--- src/rtl/conv_pkg.sv ---
// Shared constants and state type for the 1-D convolution compute side.
// Latency: n/a (declarations only).
// Backpressure: n/a.
package conv_pkg;

  localparam int DATA_N_DEF    = 8;
  localparam int LG_DATA_N_DEF = 3;
  localparam int FILT_N_DEF    = 4;
  localparam int LG_FILT_N_DEF = 2;
  localparam int DW_DEF        = 8;

  // Results per frame and result width for the default geometry.
  // OUT_W leaves LG_FILT_N guard bits so FILT_N full-scale products cannot overflow.
  localparam int N_OUT = DATA_N_DEF - FILT_N_DEF + 1;
  localparam int OUT_W = 2 * DW_DEF + LG_FILT_N_DEF;

  typedef enum logic [2:0] {
    S_LOAD  = 3'd0,
    S_MAC   = 3'd1,
    S_DRAIN = 3'd2,
    S_OUT   = 3'd3,
    S_DONE  = 3'd4
  } state_e;

endpackage

--- src/rtl/conv_mac.sv ---
// Signed multiply-accumulate: acc = load ? a*b : acc + a*b, product sign-extended to OUT_W.
// Latency: accumulator updates on the clock edge after en is sampled high.
// Backpressure: none; en gates every update, acc holds when en is low.
module conv_mac
  import conv_pkg::*;
#(
  parameter int DW        = DW_DEF,
  parameter int LG_FILT_N = LG_FILT_N_DEF,
  parameter int OUT_W     = 2 * DW + LG_FILT_N
) (
  input  logic                    clk,
  input  logic                    reset,
  input  logic                    en,
  input  logic                    load,
  input  logic signed [DW-1:0]    a,
  input  logic signed [DW-1:0]    b,
  output logic signed [OUT_W-1:0] acc
);

  logic signed [2*DW-1:0]  prod;
  logic signed [OUT_W-1:0] prod_ext;
  logic signed [OUT_W-1:0] acc_q, acc_d;

  assign prod     = a * b;
  assign prod_ext = {{(OUT_W-2*DW){prod[2*DW-1]}}, prod};

  // Tap 0 starts a fresh sum; later taps add onto it.
  always_comb begin
    acc_d = acc_q;
    if (en) begin
      acc_d = load ? prod_ext : acc_q + prod_ext;
    end
  end

  // Accumulator register.
  always_ff @(posedge clk or posedge reset) begin
    if (reset) acc_q <= '0;
    else       acc_q <= acc_d;
  end

  assign acc = acc_q;

endmodule

--- src/rtl/conv_compute_ctrl.sv ---
// Compute controller: waits for both buffers loaded, then y[n] = sum_k x[n+k]*f[k] per output.
// Latency: first y valid FILT_N+2 cycles after leaving S_LOAD; FILT_N+2 cycles per result.
// Backpressure: y held stable in S_OUT until m_ready_y; no reads are issued while stalled.
module conv_compute_ctrl
#(
  parameter int DATA_N    = conv_pkg::DATA_N_DEF,
  parameter int LG_DATA_N = conv_pkg::LG_DATA_N_DEF,
  parameter int FILT_N    = conv_pkg::FILT_N_DEF,
  parameter int LG_FILT_N = conv_pkg::LG_FILT_N_DEF,
  parameter int DW        = conv_pkg::DW_DEF,
  parameter int OUT_W     = 2 * DW + LG_FILT_N
) (
  input  logic                    clk,
  input  logic                    reset,
  input  logic                    done_x,
  input  logic                    done_f,
  output logic                    mem_wr_state,
  output logic                    mem_wr_done,
  output logic [LG_DATA_N-1:0]    rd_addr_x,
  output logic [LG_FILT_N-1:0]    rd_addr_f,
  input  logic signed [DW-1:0]    rd_data_x,
  input  logic signed [DW-1:0]    rd_data_f,
  output logic signed [OUT_W-1:0] m_data_y,
  output logic                    m_valid_y,
  input  logic                    m_ready_y
);

  import conv_pkg::*;

  localparam logic [LG_FILT_N-1:0] K_LAST = LG_FILT_N'(FILT_N - 1);
  localparam logic [LG_DATA_N-1:0] N_LAST = LG_DATA_N'(DATA_N - FILT_N);

  state_e               state_q, state_d;
  logic [LG_DATA_N-1:0] n_q, n_d;
  logic [LG_FILT_N-1:0] k_q, k_d;
  logic                 rd_vld_q;
  logic                 rd_first_q;

  // Sequencing: load wait, FILT_N read issues, one drain cycle, output handshake, rearm pulse.
  always_comb begin
    state_d = state_q;
    n_d     = n_q;
    k_d     = k_q;
    case (state_q)
      S_LOAD: begin
        if (done_x && done_f) state_d = S_MAC;
      end
      S_MAC: begin
        if (k_q == K_LAST) begin
          k_d     = '0;
          state_d = S_DRAIN;
        end else begin
          k_d = k_q + LG_FILT_N'(1);
        end
      end
      S_DRAIN: state_d = S_OUT;
      S_OUT: begin
        if (m_ready_y) begin
          if (n_q == N_LAST) begin
            state_d = S_DONE;
          end else begin
            n_d     = n_q + LG_DATA_N'(1);
            state_d = S_MAC;
          end
        end
      end
      S_DONE: begin
        n_d     = '0;
        state_d = S_LOAD;
      end
      default: state_d = S_LOAD;
    endcase
  end

  // State and counter registers.
  always_ff @(posedge clk or posedge reset) begin
    if (reset) begin
      state_q <= S_LOAD;
      n_q     <= '0;
      k_q     <= '0;
    end else begin
      state_q <= state_d;
      n_q     <= n_d;
      k_q     <= k_d;
    end
  end

  // Read-return tracking: memory data arrives one cycle after the address, so flag it then.
  always_ff @(posedge clk or posedge reset) begin
    if (reset) begin
      rd_vld_q   <= 1'b0;
      rd_first_q <= 1'b0;
    end else begin
      rd_vld_q   <= (state_q == S_MAC);
      rd_first_q <= (state_q == S_MAC) && (k_q == '0);
    end
  end

  conv_mac #(
    .DW        (DW),
    .LG_FILT_N (LG_FILT_N),
    .OUT_W     (OUT_W)
  ) u_mac (
    .clk   (clk),
    .reset (reset),
    .en    (rd_vld_q),
    .load  (rd_first_q),
    .a     (rd_data_x),
    .b     (rd_data_f),
    .acc   (m_data_y)
  );

  // Addresses come straight from the counters; k is 0 outside S_MAC so they sit still while stalled.
  assign rd_addr_x    = n_q + LG_DATA_N'(k_q);
  assign rd_addr_f    = k_q;
  assign mem_wr_state = (state_q == S_LOAD);
  assign mem_wr_done  = (state_q == S_DONE);
  assign m_valid_y    = (state_q == S_OUT);

endmodule

--- config.mk ---
export PLATFORM = sky130hd
export DESIGN_NAME = conv_compute_ctrl
export DESIGN_NICKNAME = d
export VERILOG_FILES = /design/src/rtl/conv_pkg.sv /design/src/rtl/conv_mac.sv /design/src/rtl/conv_compute_ctrl.sv
export SDC_FILE = /design/constraint.sdc
export NUM_CORES = 1
export LEC_CHECK = 0
export BUFFER_PORTS_ARGS = -buffer_cell sky130_fd_sc_hd__clkbuf_2
export CORE_ASPECT_RATIO = 0.6
export CORE_UTILIZATION = 59
export DETAILED_ROUTE_END_ITERATION = 10
export HOLD_SLACK_MARGIN = 0.1
export PLACE_DENSITY = 0.8
export RECOVER_POWER = 50
export REMOVE_ABC_BUFFERS = 1
export SLEW_MARGIN = 5
export SYNTH_ARGS = -nofsm -noshare
export SYNTH_HDL_FRONTEND = slang
export SYNTH_SLANG_ARGS = --single-unit
--- constraint.sdc ---
create_clock -name clk -period 8.1 [get_ports clk]
set_input_delay 0.405 -clock clk [delete_from_list [all_inputs] [get_ports clk]]
set_output_delay 0.405 -clock clk [all_outputs]
set_load 0.02 [all_outputs]
### Word-level counts from Yosys, hierarchy flattened

Cells that the tools add are included.

| storage, ports and cells | value |
|---|---|
| register bits after elaboration | 28 |
| input bits | 21 |
| logic and storage cells | 38 |

| cells by class | value |
|---|---|
| $add $sub $neg | 4 |
| multipliers | 1 |
| eq/ne operators | 10 |
| multiplexer cells | 10 |
| reductions and logical operators | 7 |

Operator list:

| kind | number |
|---|---|
| $add A18 B16 Y18 | 1 |
| $mux W18 | 1 |
| $mux W3 | 6 |
| $mul A8 B8 Y16 | 1 |
| $pmux W3 S4 | 1 |
| $eq A3 B2 Y1 const B | 2 |
| $eq A3 B3 Y1 const B | 2 |
| $pmux W3 S2 | 1 |
| $reduce_and A3 Y1 | 2 |
| $ne A2 B1 Y1 const B | 2 |
| $ne A2 B2 Y1 const B | 2 |
| $add A3 B1 Y3 const B | 1 |
| $add A3 B2 Y3 | 1 |
| $eq A3 B1 Y1 const B | 1 |
| $logic_not A3 Y1 | 1 |
| $add A2 B1 Y2 const B | 1 |
| $eq A2 B2 Y1 const B | 1 |
| $logic_and A1 B1 Y1 | 2 |
| $logic_not A2 Y1 | 1 |
| $mux W2 | 1 |
| $reduce_bool A2 Y1 | 1 |

### Logic depth before layout (Yosys ltp)

Gate-level depths: netlist of the first run.

| logic depth | value |
|---|---|
| depth after elaboration | 4 |
| mapped depth | 23 |

### Hierarchy

A second synthesis of the first run with hierarchy kept.

| unflattened totals | value |
|---|---|
| cell total of the unflattened synthesis | 540 |
| area, all modules | 4,724.5 µm² |

By module, submodules not included:

| module | times used | cells each | area each (µm²) |
|---|---|---|---|
| conv_mac | 1 | 488 | 4,154.0 |
| conv_compute_ctrl | 1 | 52 | 570.5 |

### Worst setup path after synthesis of the first run

OpenSTA, ideal clock, no wires.

| timing | value |
|---|---|
| kind | input -> register |
| from | in rd_data_f[3] |
| to | reg u_mac.acc_q[17], in the netlist u_mac.acc[17] |
| arrival | 5.617 ns |
| required time | 8.010 ns |
| slack | 2.393 ns |
| stages | 22 |
| path buffers | 0 |
| path through | and2_1 > fa_1 > inv_1 > fa_1 > inv_1 > fa_1 > inv_1 > fa_1 > inv_1 > ha_1 > a21o_1 > a21o_1 > nor3_1 > a21oi_1 > xnor2_1 > ha_1 > a21oi_1 > o21ai_0 > a21oi_1 > nand4_1 > mux2_2 > o2111ai_1 |

| on the way | value |
|---|---|
| word-level cells in the longest chain between the ends | 3 |

Ends and longest elaborated chain:

| item | RTL line | text |
|---|---|---|
| start, declared | conv_compute_ctrl.sv:22 | `input logic signed [DW-1:0] rd_data_f,` |
| $mul A8 B8 Y16 (*) | conv_mac.sv:24 | `assign prod = a * b;` |
| $add A18 B16 Y18 | conv_mac.sv:31 | `acc_d = load ? prod_ext : acc_q + prod_ext;` |
| $mux W18 (*) | conv_mac.sv:31 |  |
| end signal, assigned | conv_mac.sv:37 | `if (reset) acc_q <= '0;` |
| end signal, assigned | conv_mac.sv:38 | `else acc_q <= acc_d;` |
| end, declared | conv_mac.sv:22 | `logic signed [OUT_W-1:0] acc_q, acc_d;` |

Mark *: on every way between the ends. The rest lies on a longest branch, timed or not.
A chain may end at the register's enable or synchronous reset.

### Worst setup path after layout of the first run

| timing | value |
|---|---|
| from | in rd_data_f[4] |
| to | reg u_mac.acc_q[17], in the netlist u_mac.acc[17] |

The elaborated chain is that of the path after synthesis.

==> results.md, run 1 <==
* Total stage count of the critical path at 23
* Vias at roughly 3900
* Vias in the first global route at around 3700
* Endpoints failing hold at 0
* Seq cells post-synth at 28
* Worst-path fanout max at 8
* Post-cts sizing count at 0
* Clock latency on the worst-skew pair at roughly 0.26 ns
* Worst-Margin Slew at around 1.1 ns
* Layout Skew at between 0.005 and 0.006 ns
* Status: finished, final reports clean
* Syn Inst Count at between 500 and 600
* Crit path buf inv count at 5
* Vias/cell at 5.62
* Layout net count at between 700 and 800
* Final core utilization at about two thirds
* Total clock buffers created by CTS at 3
* CTS HTree Levels at 1
* CP Data Arrival Time at 6.34 ns
* GR Overflow Total at 0
* Yosys warns at 0
* CTS Buffer Depth at 2
* Ys async rst share at between 90% and 100%
* Reg2Reg Depth at 9
* Wire length per cell at roughly 14 um
* Synthesis-to-finish area growth at 8.51%
* Die width at roughly 120 um
* Crit. End Element: flop
* Post-DP HPWL at 8.33 mm
* Fmax at about 160 MHz
* Ratio of cells with drive above 1 in the final layout at between 8 and 9%
* Critical-path cell list: clkbuf_2 > and2_1 > fa_1 > inv_1 > fa_1 > inv_1 > fa_1 > inv_1 > fa_1 > inv_1 > ha_1 > a21o_1 > a21o_1 > nor3_1 > a21oi_1 > xnor2_1 > ha_1 > a21oi_1 > o21ai_0 > a21oi_1 > a21oi_1 > mux2i_1 > o2111ai_1
* Pins over their slew limit at 0
* CTS tree: done
* First drt pass iteration count at 5
* Netlist cell types at 48
* Crit path kind: in -> reg
* Antenna diodes at 0
* CP delay by family, top: adder cells
* Startpoint types: primary input
* CTS sink count at 28
* Die Span Y at 71.3 um
* Mean Syn Cell Area at between 8 and 9 um2
* IO Pins at 47
* MaxCap Viol Count at 0
* Initial Util at between 60% and 70%
* First-pass GRT wire length at 17.0 mm
* Fin Setup TNS at 0 ns
* Post-route setup slack at between 1.5 and 2 ns
* CP max stage delay at 0.70 ns
* Relative slew slack at between 20% and 30%
* Tot GR Track Use at roughly 25%
* Hold buffer count at CTS at 0
* Period utilization at around three quarters
* Die area at about 8400 um2
* Tmin final at ~6.2 ns
* Final Wtd Congestion at approximately 0.89
* Area of the mapped netlist at roughly 4700 um2
* Post-DRT Antenna Nets at 0
* Core area at ~7500 um2
* Post-place setup slack at around 1.7 ns
* # DRC at 0
* Non-filler cells, final at between 600 and 700
* Buffers on Ports at 46
* Dpl cells at a little under 700
* Clk Tree Root Cell: clkbuf_16
* Initial antenna violation count at 0
* RSZ-0062 raised after global routing: no
* Min-delay worst type: in -> async
* Setup repair bufs after CTS at 0
* Req. time, crit path at between 8 and 9 ns
* Synth Flop Type: dfrtp_1
* Largest net degree at the start of global routing at 31
* Clock slew at reported path FFs at roughly 0.07 ns
* Setup violators final at 0
* Routed wire length at roughly 10 mm
* Sequential area share after synthesis at 14.8%
* Worst path slowest cell: fa_1
* Number of synthesized flops with an enable pin at 0
* Initial DRC Count at ~280
* Row cnt at 24
## stage by stage
step | hold WS [ns] | cell area [um2]
floorplan | 0.470 | 4670
global placement | 0.495 | 5040
detailed placement | 0.504 | 5040
CTS | 0.396 | 5140
global route | 0.413 | 5120
finish | 0.382 | 5120
## layer usage
metal / GRT usage, % / share of wire, %
met5: 0 / 0
met4: 2.99 / 1.1
met3: 3.42 / 4.9
met2: 38.3 / 44
met1: 38.7 / 50
## kinds of logic after synthesis
family,Yosys count,synth area share (%)
buf+inv,115,9.57
mux,8,1.78
flops,28,14.8
simple gates,151,16.1
fa+ha+maj,108,37.7
xor+xnor,30,5.57
compound gates,101,14.5
## path summary, 6_finish.rpt
| kind | startpoint | endpoint | slack (ns) |
|---|---|---|---|
| hold / removal | reset | u_mac.acc[15] | 0.38 |
| hold reg to reg | u_mac.acc[13] | u_mac.acc[13] | 0.52 |
| setup / recovery | rd_data_f[4] | u_mac.acc[17] | 1.89 |
| setup reg to reg | u_mac.acc[0] | u_mac.acc[12] | 5.20 |
| max in group asynchronous | reset | state_q[2] | 7.06 |
| min in group clk | m_ready_y | state_q[0] | 0.41 |
## placed cells by master, fill, tap and decap left out, types with 3 or more instances in the layout
master,instances
clkbuf_16,3
a21o_1,12
nor3_1,7
nor2_1,34
clkbuf_1,17
nand2b_1,5
a31oi_1,9
o211ai_1,4
fa_1,57
dfrtp_1,28
o21ai_0,12
xor2_1,7
clkbuf_2,29
ha_1,51
o21a_1,6
nand4_1,3
nand2_1,42
xnor2_1,23
a21oi_1,29
inv_1,106
and3_1,3
o21bai_1,5
mux2_2,3
o221ai_1,3
and2_1,44
a211oi_1,6
mux2i_1,5
## area by class of cell
| type | count | area (um2) |
|---|---|---|
| Fill cell | 626 | 2380 |
| Inverter | 107 | 402 |
| Multi-Input combinational cell | 398 | 3570 |
| Tap cell | 104 | 130 |
| Timing Repair Buffer | 47 | 216 |
| Clock inverter | 1 | 30.0 |
| Sequential cell | 28 | 701 |
| Clock buffer | 3 | 75.1 |
## cells in the mapped netlist (2+ instances only)
library cell | instances | area share [%]
o21bai_1 | 5 | 0.80
nand2b_1 | 5 | 0.66
xor2_1 | 7 | 1.3
mux2i_1 | 5 | 1.1
and3_1 | 3 | 0.40
clkbuf_8 | 2 | 0.58
nor3b_1 | 2 | 0.32
a221o_1 | 2 | 0.42
ha_1 | 51 | 14
inv_1 | 106 | 8.4
dfrtp_1 | 28 | 15
o21a_1 | 6 | 0.95
a21o_1 | 12 | 1.9
nand4_1 | 3 | 0.40
o211ai_1 | 4 | 0.64
a21oi_1 | 29 | 3.1
nor2_1 | 34 | 2.7
nor3_1 | 7 | 0.74
a211oi_1 | 6 | 0.95
mux2_2 | 3 | 0.72
fa_1 | 57 | 24
o2111ai_1 | 2 | 0.37
nand3_1 | 2 | 0.21
o21ai_0 | 12 | 1.3
a21o_2 | 2 | 0.37
nor2b_1 | 2 | 0.26
xnor2_1 | 23 | 4.3
o221ai_1 | 3 | 0.56
and2_1 | 44 | 5.8
nand2_1 | 42 | 3.3
nand3b_1 | 2 | 0.32
a31oi_1 | 9 | 1.2
clkbuf_1 | 6 | 0.48
## registers in the layout, indices dropped and copies added, names as in the netlist
signal      cells
rd_addr_f       2
n_q             3
u_mac.acc      18
rd_first_q      1
state_q         3
rd_vld_q        1
Power of run 1 is not shown: default switching activity piles up to over one toggle a cycle in this logic, so the estimate is an artifact.
==> run 2: changes to the inputs <==
- ABC_AREA: not set -> 1
- PLACE_DENSITY: 0.8 -> 0.79
- clock period: 8.1 -> 6.2 ns (I/O delays scaled with it)
==> results.md, run 2 <==
* Status: finished, final reports clean
* Sequential area share after synthesis at a little over an eighth
* Core area at between 8000 and 9000 um2
* Tmin final at around 5.6 ns
* Synth top area cells: fa_1 (22%), nand2_1 (16%), dfrtp_1 (13%)
* Cell taking the most area after synthesis: fa_1
* CTS HTree Levels at 1
* CTS tree: done
* Max FFs per register at 18
* Worst path slowest cell: fa_2
* Clock slew at reported path FFs at approximately 0.07 ns
* Yosys warns at 0
* Pins over their slew limit at 0
* Layout net count at approximately 930
* # DRC at 0
* Most frequent cells in the layout: nand2_1 (219), inv_1 (186), fa_1 (56)
* Relative slew slack at a little under a quarter
* Fin Setup TNS at 0 ns
* Initial DRC Count at approximately 400
* Crit. End Element: flop
* Synth Flop Type: dfrtp_1
* Synthesis-to-finish area growth at 7.17%
* Vias/cell at ~5.2
* Die Span Y at between 70 and 80 um
* Top cells by count, synth: nand2_1 (219), inv_1 (186), fa_1 (57), ha_1 (51), nand3_1 (48)
* Startpoint types: primary input
* Req. time, crit path at about 6.4 ns
* Area of the mapped netlist at about 5200 um2
* Hold Crit Depth at 3
* Tot GR Track Use at about 29%
* Initial antenna violation count at 0
* Die area at between 9000 and 10000 um2
* CP Data Arrival Time at between 5 and 6 ns
* Most frequent CP cell: nand2_1
* MaxCap Viol Count at 0
* Setup repair bufs after CTS at 0
* Seq cells post-synth at 28
* RSZ-0062 raised after global routing: no
* Initial Util at 61.0%
* CP delay by family, top: adder cells
* Vias in the first global route at around 4400
* Vias at roughly 4700
* Most common cell in the netlist: nand2_1
* Buffers on Ports at 46
* CTS sink count at 28
* Total stage count of the critical path at 30
* Antenna diodes at 0
* Clock latency on the worst-skew pair at 0.28 ns
* GR Overflow Total at 0
* Crit path buf inv count at 7
* Largest net degree at the start of global routing at 29
* Period utilization at roughly nine tenths
* Post-DRT Antenna Nets at 0
* Netlist cell types at 31
* Fmax at between 150 and 200 MHz
* Total clock buffers created by CTS at 3
* Clk Tree Root Cell: clkbuf_16
* Routed wire length at 12.0 mm
* Min-delay worst type: in -> reg
* Ratio of cells with drive above 1 in the final layout at a little over 7%
* Syn Inst Count at 767
* Setup violators final at 0
* Reg2Reg Depth at 12
* Worst-Margin Slew at ~1.2 ns
* Number of synthesized flops with an enable pin at 0
* Most common cell after layout, fill and taps aside: nand2_1
* First drt pass iteration count at 5
* Layout Skew at 0.00653 ns
* Worst-path fanout max at 8
* Endpoints failing hold at 0
* CP max stage delay at approximately 0.63 ns
* Crit path kind: in -> reg
* Wire length per cell at around 13 um
* Ys async rst share at between 90% and 100%
* Post-DP HPWL at roughly 10 mm
* Die width at about 120 um
* CTS Buffer Depth at 2
* IO Pins at 47
* Mean Syn Cell Area at slightly below 7 um2
* Top cell type's share of synthesized area at a little over a fifth
* Final Wtd Congestion at 0.968
* First-pass GRT wire length at between 20 and 25 mm
* Row cnt at 26
[run 2: cell types whose count changed after synthesis, sizes merged, moves of 10 or more]
cell	delta
a21o	-14
and2	-42
clkbuf	+10
inv	+86
nand2	+181
nand3	+49
nor2	+10
xnor2	-19
[run 2: layer usage]
| metal | track usage (%) | vias up | part of all wire, % |
|---|---|---|---|
| li1 | - | 2348 | - |
| met1 | 42.7 | 2202 | 48 |
| met2 | 44.6 | 169 | 42 |
| met5 | 0 | - | 0 |
| met3 | 5.91 | 11 | 9.2 |
| met4 | 3.88 | 0 | 0.73 |
[run 2: logic make-up (layout without fill, tap and decap cells)]
family / count (synthesis) / after routing / synth area share, %
buf+inv: 215 / 244 / 15.6
xor+xnor: 13 / 13 / 2.19
fa+ha+maj: 108 / 108 / 34.2
compound gates: 66 / 66 / 7.22
simple gates: 337 / 337 / 27.3
flops: 28 / 28 / 13.5
[run 2: layout make-up]
type / count / area (um2)
inverters: 194 / 728
clock inverters: 1 / 30.0
well taps: 112 / 140
multi-input cells: 524 / 3690
flip-flops and latches: 28 / 701
fillers: 755 / 2950
clock buffers: 3 / 75.1
repair buffers: 46 / 208
[run 2: final timing paths]
path                            endpoint  slack, ns          start
min in group asynchronous   u_mac.acc[1]       0.30          reset
max reg2reg                u_mac.acc[14]       3.96   u_mac.acc[0]
min                           state_q[0]       0.29         done_f
min reg2reg                u_mac.acc[16]       0.52  u_mac.acc[16]
max in group asynchronous     state_q[2]       5.19          reset
max                        u_mac.acc[17]       0.60   rd_data_f[2]
[run 2: worst reg2reg max path: cells and delay by family, from the launching register on]
kind,cells,cell delay (ns)
adders and majority gates,2,0.73
DFF,1,0.42
and+or+nand+nor,10,0.96
[run 2: timing repair]
item                                   4_1_cts  5_1_grt
endpoints found under the hold margin        0        0
resized for setup                            0        1
hold buffers                                 0        0
setup endpoints to repair                    0        1
[run 2: metrics by stage]
stage	hold slack, ns	worst slack (ns)	cells	utilization, %	instance area [um2]
2_1_floorplan	0.375	1.07	746	-	5120
3_3_place_gp	0.498	0.400	904	64.4	5490
3_5_place_dp	0.500	0.274	904	64.4	5490
4_1_cts	0.281	0.547	908	65.6	5600
5_1_grt	0.303	0.0325	908	65.4	5580
6_report	0.288	0.595	908	65.4	5580
Power of run 2 is left out for the same reason.
